`src/rtl/vectored_interrupt_controller_pkg.sv`:
```
// Shared types for the vectored interrupt controller and the CSR unit.
package CSR_UnitTypes;

  typedef enum logic [1:0] {
    IDLE   = 2'd0,
    DRAIN  = 2'd1,
    FIRE   = 2'd2,
    SETTLE = 2'd3
  } IntCtrlState;

  localparam logic MTVEC_VECTORED = 1'b1;

endpackage

```
`src/rtl/interrupt_priority_encoder.sv`:
```
// Fixed-priority encoder: the lowest set bit of reqVec wins.
module interrupt_priority_encoder #(
  parameter int NUM_SOURCES = 8,
  localparam int IW = (NUM_SOURCES > 1) ? $clog2(NUM_SOURCES) : 1
) (
  input  logic [NUM_SOURCES-1:0] reqVec,
  output logic                   found,
  output logic [IW-1:0]          index
);

  // Scan high to low so the last hit (lowest index) overrides.
  always_comb begin
    found = 1'b0;
    index = '0;
    for (int i = NUM_SOURCES - 1; i >= 0; i--) begin
      if (reqVec[i]) begin
        found = 1'b1;
        index = IW'(i);
      end
    end
  end

endmodule

```
`src/rtl/vectored_interrupt_controller.sv`:
```
// Multi-source interrupt arbiter with a drain/fire sequence toward NextPC and the CSR unit.
// state  | meaning
// IDLE   | no enabled request; fetch runs
// DRAIN  | fetch stalled, waiting for empty pipeline and idle recovery manager
// FIRE   | one-cycle trigger with latched code, mepc and target
// SETTLE | one cycle for the CSR unit to drop MIE
module vectored_interrupt_controller
  import CSR_UnitTypes::*;
#(
  parameter int                     NUM_SOURCES   = 8,
  parameter int                     CODE_WIDTH    = 5,
  parameter int                     PC_WIDTH      = 32,
  parameter logic [NUM_SOURCES-1:0] EDGE_MASK     = '0,
  parameter int                     DRAIN_TIMEOUT = 1023
) (
  input  logic                              clk,
  input  logic                              rst,
  input  logic                              globalEnable,
  input  logic [NUM_SOURCES-1:0]            srcIn,
  input  logic [NUM_SOURCES-1:0]            srcEnable,
  input  logic [NUM_SOURCES*CODE_WIDTH-1:0] srcCode,
  input  logic [NUM_SOURCES-1:0]            srcClear,
  input  logic [PC_WIDTH-1:0]               mtvecBase,
  input  logic                              mtvecVectored,
  input  logic                              pipelineEmpty,
  input  logic                              recoveryBusy,
  input  logic [PC_WIDTH-1:0]               currentPC,
  output logic                              fetchStall,
  output logic                              triggerInterrupt,
  output logic [CODE_WIDTH-1:0]             interruptCode,
  output logic [PC_WIDTH-1:0]               interruptRetAddr,
  output logic [PC_WIDTH-1:0]               interruptTargetAddr,
  output logic [NUM_SOURCES-1:0]            pendingOut,
  output logic                              drainTimeout
);

  localparam int IW = (NUM_SOURCES > 1) ? $clog2(NUM_SOURCES) : 1;
  localparam int CW = $clog2(DRAIN_TIMEOUT + 1);
  localparam logic [CW-1:0] COUNT_MAX  = CW'(DRAIN_TIMEOUT);
  localparam logic [CW-1:0] COUNT_LAST = CW'(DRAIN_TIMEOUT - 1);

  IntCtrlState state, stateNext;

  logic [NUM_SOURCES-1:0] srcPrev, pendingEdge, pending, enPending, risen, clearMask;
  logic                   found, req, drainReady;
  logic [IW-1:0]          winIdx, firedIdx;
  logic [CODE_WIDTH-1:0]  winCode;
  logic [PC_WIDTH-1:0]    trapBase, vecOffset, targetAddr;
  logic [CW-1:0]          counter;

  assign pending    = (pendingEdge & EDGE_MASK) | (srcIn & ~EDGE_MASK);
  assign enPending  = pending & srcEnable;
  assign risen      = srcIn & ~srcPrev & EDGE_MASK;
  assign req        = globalEnable & found;
  assign drainReady = pipelineEmpty & ~recoveryBusy;
  assign pendingOut = pending;

  interrupt_priority_encoder #(.NUM_SOURCES(NUM_SOURCES)) uEncoder (
    .reqVec (enPending),
    .found  (found),
    .index  (winIdx)
  );

  always_comb begin
    winCode = '0;
    for (int i = 0; i < NUM_SOURCES; i++) begin
      if (winIdx == IW'(i)) winCode = srcCode[i*CODE_WIDTH +: CODE_WIDTH];
    end
  end

  assign trapBase   = {mtvecBase[PC_WIDTH-1:2], 2'b00};
  assign vecOffset  = PC_WIDTH'({winCode, 2'b00});
  assign targetAddr = (mtvecVectored == MTVEC_VECTORED) ? trapBase + vecOffset : trapBase;

  // A new rising edge in the same cycle as a clear keeps the bit set.
  always_comb begin
    clearMask = srcClear;
    if (state == FIRE) clearMask[firedIdx] = 1'b1;
  end

  always_comb begin
    stateNext = state;
    case (state)
      IDLE:   if (req) stateNext = DRAIN;
      DRAIN: begin
        if (!req)            stateNext = IDLE;
        else if (drainReady) stateNext = FIRE;
      end
      FIRE:   stateNext = SETTLE;
      SETTLE: stateNext = IDLE;
      default: stateNext = IDLE;
    endcase
  end

  assign fetchStall       = (state != IDLE);
  assign triggerInterrupt = (state == FIRE);

  always_ff @(posedge clk or negedge rst) begin
    if (!rst) begin
      state               <= IDLE;
      srcPrev             <= '0;
      pendingEdge         <= '0;
      counter             <= '0;
      drainTimeout        <= 1'b0;
      firedIdx            <= '0;
      interruptCode       <= '0;
      interruptRetAddr    <= '0;
      interruptTargetAddr <= '0;
    end else begin
      state        <= stateNext;
      srcPrev      <= srcIn;
      pendingEdge  <= ((pendingEdge & ~clearMask) | risen) & EDGE_MASK;
      drainTimeout <= 1'b0;
      if (state == IDLE && req) counter <= '0;
      if (state == DRAIN && req) begin
        if (drainReady) begin
          firedIdx            <= winIdx;
          interruptCode       <= winCode;
          interruptRetAddr    <= currentPC;
          interruptTargetAddr <= targetAddr;
        end else begin
          if (counter != COUNT_MAX) counter <= counter + 1'b1;
          drainTimeout <= (counter == COUNT_LAST);
        end
      end
    end
  end

endmodule

```
`config.mk`:
```
export PLATFORM = sky130hd
export DESIGN_NAME = vectored_interrupt_controller
export DESIGN_NICKNAME = d
export VERILOG_FILES = /design/src/rtl/vectored_interrupt_controller_pkg.sv /design/src/rtl/interrupt_priority_encoder.sv /design/src/rtl/vectored_interrupt_controller.sv
export SDC_FILE = /design/constraint.sdc
export NUM_CORES = 1
export LEC_CHECK = 0
export ABC_AREA = 0
export BUFFER_PORTS_ARGS = -buffer_cell sky130_fd_sc_hd__buf_2
export CAP_MARGIN = 20
export CORE_ASPECT_RATIO = 0.5
export CORE_MARGIN = 5
export CORE_UTILIZATION = 45
export CTS_BUF_LIST = sky130_fd_sc_hd__clkbuf_8 sky130_fd_sc_hd__clkbuf_16
export DETAILED_ROUTE_END_ITERATION = 8
export PLACE_DENSITY = 0.78
export SLEW_MARGIN = 20
export SYNTH_ARGS = -nofsm -noshare
export SYNTH_HDL_FRONTEND = slang
export SYNTH_SLANG_ARGS = --single-unit
```
`constraint.sdc`:
```
create_clock -name clk -period 4.5 [get_ports clk]
set_input_delay 1.125 -clock clk [delete_from_list [all_inputs] [get_ports clk]]
set_output_delay 1.125 -clock clk [all_outputs]
set_load 0.05 [all_outputs]
```
==> run summary, run 1 <==
Slew @ Worst Pin: 721 ps
chip width: 152 microns
Syn. warnings: 0
Cell Pwr Density: 566 nW/um^2
Post-CTS Hold Fix Bufs: 0
CTS Root Cell: clkbuf_16
GRT overflow: 0
HP Class: reg -> reg
outcome: completed
Final Total Pwr: 0.00337 W
Die Footprint: 12300 sq um
total core area: 9630 sq um
Leak: 3.10 nW
combinational power share: 46.6%
Clock Skew: 9.01 ps
DRT iter0 DRCs: 312
layout cells sized above 1: 33.1%
Post-CTS Setup Repair Bufs: 0
Rel. slew slack: 51.9%
Reg power frac: 32.0%
slowest CP cell: or3_1
clk_lat worst skew: 330 ps
Detailed Route WL: 12800 microns
CP Capture Type: register
Worst setup SP type: input pin
total number of vias: 4509
final hold slack: 469 ps
# diodes: 0
prevailing post-synth register cell: dfrtp_1
vias in the first global route: 4346
post-CTS sizing: 0
Pre-antenna DRT Iters: 5
crit path time final: 4170 ps
Area Growth Syn to Fin: 31.9%
EDFF count, synth: 0
global-route wire length before repair: 20600 microns
commonest non-fill, non-tap cells in the layout: 200 x buf_2, 170 x nand2_1, 80 x dfrtp_1
commonest non-fill, non-tap cell in the layout: buf_2
Worst Setup Path Type: in -> reg
final setup fails: 0
Worst Path Required: 4700 ps
post-synthesis cell area: 4520 sq um
ys async rst share: 100%
CTS clock-pin slew for the worst setup and hold paths: 60 ps
Seq cells post-synth: 80
family with the most delay on the worst path: simple AND/OR/NAND/NOR gates
DRC errors left: 0
Peak Freq: 240 MHz
Clock Power Share: 21.4%
Final #Nets: 881
sw frac: 48.0%
Die Y: 80.9 microns
Seq/Total Area, Yosys: 44.3%
crit path cell chain: buf_2, a222oi_1, buf_4, nand2_1, or3_1, inv_1, o21ai_0, nand2_1, ha_1, inv_1, fa_1, nor2b_1, o31a_1, o2111ai_1, buf_4, nor3_1, xnor2_1, o21ai_0
Detail Route Antenna Nets: 0
top cells by area, synth: dfrtp_1 44%, nand2_1 14%, o21ai_0 5.4%, xnor2_1 3.1%, nand3_1 2.8%
Fin Setup TNS: 0 ps
H-Tree Depth: 3
Tcrit/Tclk final: 92.7%
Max VDD drop: 0.223 mV
net switching power: 0.00162 W
initial antenna violation count: 0
io pins: 214
RSZ-0062 raised after global routing: no
GPL Wtd Cong: 0.882
Pint: 0.00175 W
Post-DP HPWL: 9900 microns
MaxCap Viol Count: 0
gr usage total: 20.7%
Slew Viols, Final: 0
largest net degree at the start of global routing: 81
Finished Layout Cells: 879
PortBufs: 201
Critical Path Max Stage Delay: 400 ps
Final Hold Viols: 0
Crit Path Max Fanout: 5
dpl cells: 863
CP Buf/Inv Count: 5
starting density of the core: 46.9%
Yosys top cell by area: dfrtp_1
Synth top area share: 44.3%
CTS Buf Count: 9
Post-Syn Instances: 538
WL/cell: 14.6 microns
syn_area_per_cell: 8.40 sq um
worst path arrival time: 4370 ps
Synth cell types: 54
CTS tree: built
Clock Sinks: 80
number of vias per cell: 5.13
total number of placement rows: 25
Longest Clk Path Bufs: 2
[synth_stat cells (5+ instances only)]
| master | n |
|---|---|
| nor2_1 | 17 |
| and2_1 | 6 |
| dfrtp_1 | 80 |
| ha_1 | 7 |
| nor3_1 | 8 |
| nand3_1 | 25 |
| inv_1 | 10 |
| xnor2_1 | 16 |
| o211ai_1 | 6 |
| xor2_1 | 11 |
| nand2_1 | 170 |
| clkbuf_1 | 8 |
| a31oi_1 | 6 |
| buf_4 | 12 |
| mux2i_1 | 8 |
| a21oi_1 | 14 |
| o21ai_0 | 49 |
| and3_1 | 8 |
| buf_2 | 8 |
| nor4_1 | 6 |
| a31o_2 | 5 |
[power by group through the flow]
stage               registers, W  logic [W]  clock network, W
CTS                      0.00108    0.00158          0.000737
finish                   0.00108    0.00157          0.000721
detailed placement       0.00109    0.00158                 0
global route             0.00111    0.00169          0.000769
floorplan                0.00186   0.000365                 0
global placement         0.00108    0.00156                 0
[cell type report]
| cell class | count | area (sq um) |
|---|---|---|
| fillers | 881 | 3670 |
| multi-input cells | 418 | 2290 |
| flip-flops and latches | 80 | 2000 |
| repair buffers | 220 | 1170 |
| clock buffers | 9 | 225 |
| well taps | 135 | 169 |
| clock inverters | 7 | 70.1 |
| inverters | 10 | 37.5 |
[worst reg2reg max path, delay by kind of cell (launching register included)]
family | cells | cell delay [ps]
flops | 1 | 400
buf+inv | 2 | 540
simple gates | 2 | 680
compound gates | 2 | 270
[kinds of logic after synthesis]
logic type	count (synthesis)	synth area share, %
AO/OA/AOI/OAI	114	15.9
buffers and inverters	41	5.12
flip-flops	80	44.3
other	1	0.0830
adder cells (fa/ha/maj)	8	2.38
AND/OR/NAND/NOR	257	24.7
XOR/XNOR	27	5.23
multiplexers	10	2.27
[worst paths after layout]
check                                                      end  slack [ps]                             start  cells past startpoint
setup / recovery           interruptTargetAddr[30]$_DFFE_PN0P_         330                          srcIn[3]                     18
hold / removal                interruptRetAddr[15]$_DFFE_PN0P_         470  interruptRetAddr[15]$_DFFE_PN0P_                      2
setup reg to reg                  interruptCode[4]$_DFFE_PN0P_        2470                          register                      6
hold reg to reg               interruptRetAddr[15]$_DFFE_PN0P_         470  interruptRetAddr[15]$_DFFE_PN0P_                      2
max in group asynchronous         interruptCode[4]$_DFFE_PN0P_        3180                               rst                      1
min in group asynchronous                 state[0]$_DFFE_PN0P_         830                               rst                      1
[per-stage QoR]
step                setup slack [ps]  cell area (sq um)  utilization, %
floorplan                       50.0               4520               -
global placement                52.6               5660            58.8
detailed placement              31.0               5660            58.8
CTS                              358               5960            61.8
global route                    16.3               5960            61.9
finish                           327               5960            61.9
[sequential cells by signal, summed over array words and instances (netlist names), named ones only]
name / count
drainTimeout: 1
interruptRetAddr: 32
counter: 10
interruptCode: 5
interruptTargetAddr: 30
state: 1
[per-layer routing]
metal / share of wire (%) / track usage (%) / up-vias
li1: - / - / 2248
met1: 45 / 27.7 / 2090
met2: 46 / 34.3 / 146
met3: 6.9 / 3.79 / 25
met4: 2.4 / 6.90 / 0
met5: 0 / 0 / -
Power figures use the tool's default switching activity.
==> inputs of run 2 (changes only) <==
PLACE_DENSITY = 0.88   (was 0.78)
clock period = 4.4 ns   (was 4.5 ns; I/O delays follow)
==> run summary, run 2 (synthesis results as in run 1) <==
# diodes: 0
Post-CTS Hold Fix Bufs: 0
Slew @ Worst Pin: 703 ps
post-CTS sizing: 0
Detail Route Antenna Nets: 0
Slew Viols, Final: 0
HP Class: reg -> reg
vias in the first global route: 4298
Detailed Route WL: 12700 microns
Largest register FFs: 32
final hold slack: 468 ps
Post-CTS Setup Repair Bufs: 0
Pre-antenna DRT Iters: 5
total number of vias: 4542
crit path time final: 4090 ps
Multi-input gate area: 2290 sq um
Post-DP HPWL: 9900 microns
GPL Wtd Cong: 0.929
crit path cell chain: buf_2, a222oi_1, buf_4, nand2_1, or3_1, inv_1, o21ai_0, nand2_1, ha_1, inv_1, fa_1, nor2b_1, o31a_1, o2111ai_1, buf_4, nor4_1, xnor2_1, o21ai_0
Clock Sinks: 80
Die Footprint: 12300 sq um
Worst Setup Path Type: in -> reg
Pint: 0.00185 W
CTS Root Cell: clkbuf_16
commonest non-fill, non-tap cell in the layout: buf_2
Worst Path Required: 4610 ps
sw frac: 47.1%
starting density of the core: 46.9%
Reg area: 2000 sq um
Top reg by flops: interruptRetAddr
WL/cell: 14.4 microns
final setup fails: 0
largest net degree at the start of global routing: 81
family with the most delay on the worst path: simple AND/OR/NAND/NOR gates
Fillers: 835
Crit Path Max Fanout: 7
total number of placement rows: 25
Tcrit/Tclk final: 93.0%
gr usage total: 20.4%
Final #Nets: 883
global-route wire length before repair: 20100 microns
commonest non-fill, non-tap cells in the layout: 200 x buf_2, 170 x nand2_1, 80 x dfrtp_1
top flop regs: interruptRetAddr: 32 flops, interruptTargetAddr: 30 flops, counter: 10 flops
Peak Freq: 244 MHz
io pins: 214
CTS tree: built
number of vias per cell: 5.16
Cell Pwr Density: 583 nW/um^2
Final Hold Viols: 0
layout cells sized above 1: 33.1%
DRC errors left: 0
Area Growth Syn to Fin: 32.6%
MaxCap Viol Count: 0
initial antenna violation count: 0
Final Total Pwr: 0.00349 W
total core area: 9630 sq um
Finished Cell Area: 6000 sq um
Die Y: 80.9 microns
worst path arrival time: 4300 ps
Clock Power Share: 22.1%
H-Tree Depth: 3
PortBufs: 201
Critical Path Max Stage Delay: 460 ps
outcome: completed
Leak: 3.11 nW
CTS Buf Count: 9
net switching power: 0.00164 W
Reg power frac: 31.6%
slowest CP cell: or3_1
clk_lat worst skew: 330 ps
Placed Instance Area: 5670 sq um
Longest Clk Path Bufs: 2
Clock Skew: 4.18 ps
DRT iter0 DRCs: 284
GRT overflow: 0
CP Buf/Inv Count: 5
CP Capture Type: register
Rel. slew slack: 53.1%
Max VDD drop: 0.222 mV
combinational power share: 46.2%
CTS clock-pin slew for the worst setup and hold paths: 60 ps
chip width: 152 microns
Worst setup SP type: input pin
## run 2: changes by cell type in the layout (fill, tap and decap cells not counted), sizes merged
cell | previous run | this run
clkinv | 3 | 2
clkinvlp | 0 | 1
bufinv | 1 | 2
buf | 220 | 222
inv | 13 | 12
## run 2: power by group through the flow
stage          Sequential [W]  Clock, W  Combinational [W]
6_report              0.00111  0.000773            0.00162
3_3_place_gp          0.00110         0            0.00159
5_1_grt               0.00114  0.000830            0.00172
2_1_floorplan         0.00191         0           0.000373
4_1_cts               0.00110  0.000789            0.00163
3_5_place_dp          0.00111         0            0.00162
## run 2: final timing paths
check	startpoint	cells past startpoint	slack [ps]	endpoint
min	interruptRetAddr[26]$_DFFE_PN0P_	2	470	interruptRetAddr[26]$_DFFE_PN0P_
max reg2reg	register	6	2390	interruptCode[4]$_DFFE_PN0P_
min in group asynchronous	rst	1	780	drainTimeout$_DFF_PN0_
min reg2reg	interruptRetAddr[26]$_DFFE_PN0P_	2	470	interruptRetAddr[26]$_DFFE_PN0P_
max	srcIn[3]	18	310	interruptTargetAddr[26]$_DFFE_PN0P_
max in group asynchronous	rst	1	3130	interruptTargetAddr[22]$_DFFE_PN0P_
## run 2: cell type report
class	count	share of cell area (%)
Inverter	10	0.626
Timing Repair Buffer	222	19.7
Multi-Input combinational cell	418	38.2
Tap cell	135	2.82
Clock inverter	7	1.48
Sequential cell	80	33.4
Clock buffer	9	3.76
## run 2: layer usage
layer | track usage, % | wire length (microns) | vias to the layer above
met5 | 0 | 0 | -
met4 | 5.20 | 175 | 0
met3 | 4.29 | 848 | 13
met2 | 37.0 | 6300 | 155
met1 | 25.0 | 5360 | 2120
li1 | - | - | 2254
## run 2: tightest hold or removal path, delay by kind of cell (launching register included)
family / cells / cell delay [ps]
DFF: 1 / 340
and+or+nand+nor: 2 / 100
## run 2: through the flow
step / TNS (ps) / util (%) / instances / setup slack (ps)
after global placement: 0 / 58.9 / 864 / 63.9
after detailed placement: -24.1 / 58.9 / 864 / -19.6
after floorplan: 0 / - / 539 / 71.9
final: 0 / 62.2 / 881 / 307
after global routing: -26.5 / 62.2 / 881 / -24.3
after CTS: 0 / 62.1 / 880 / 332
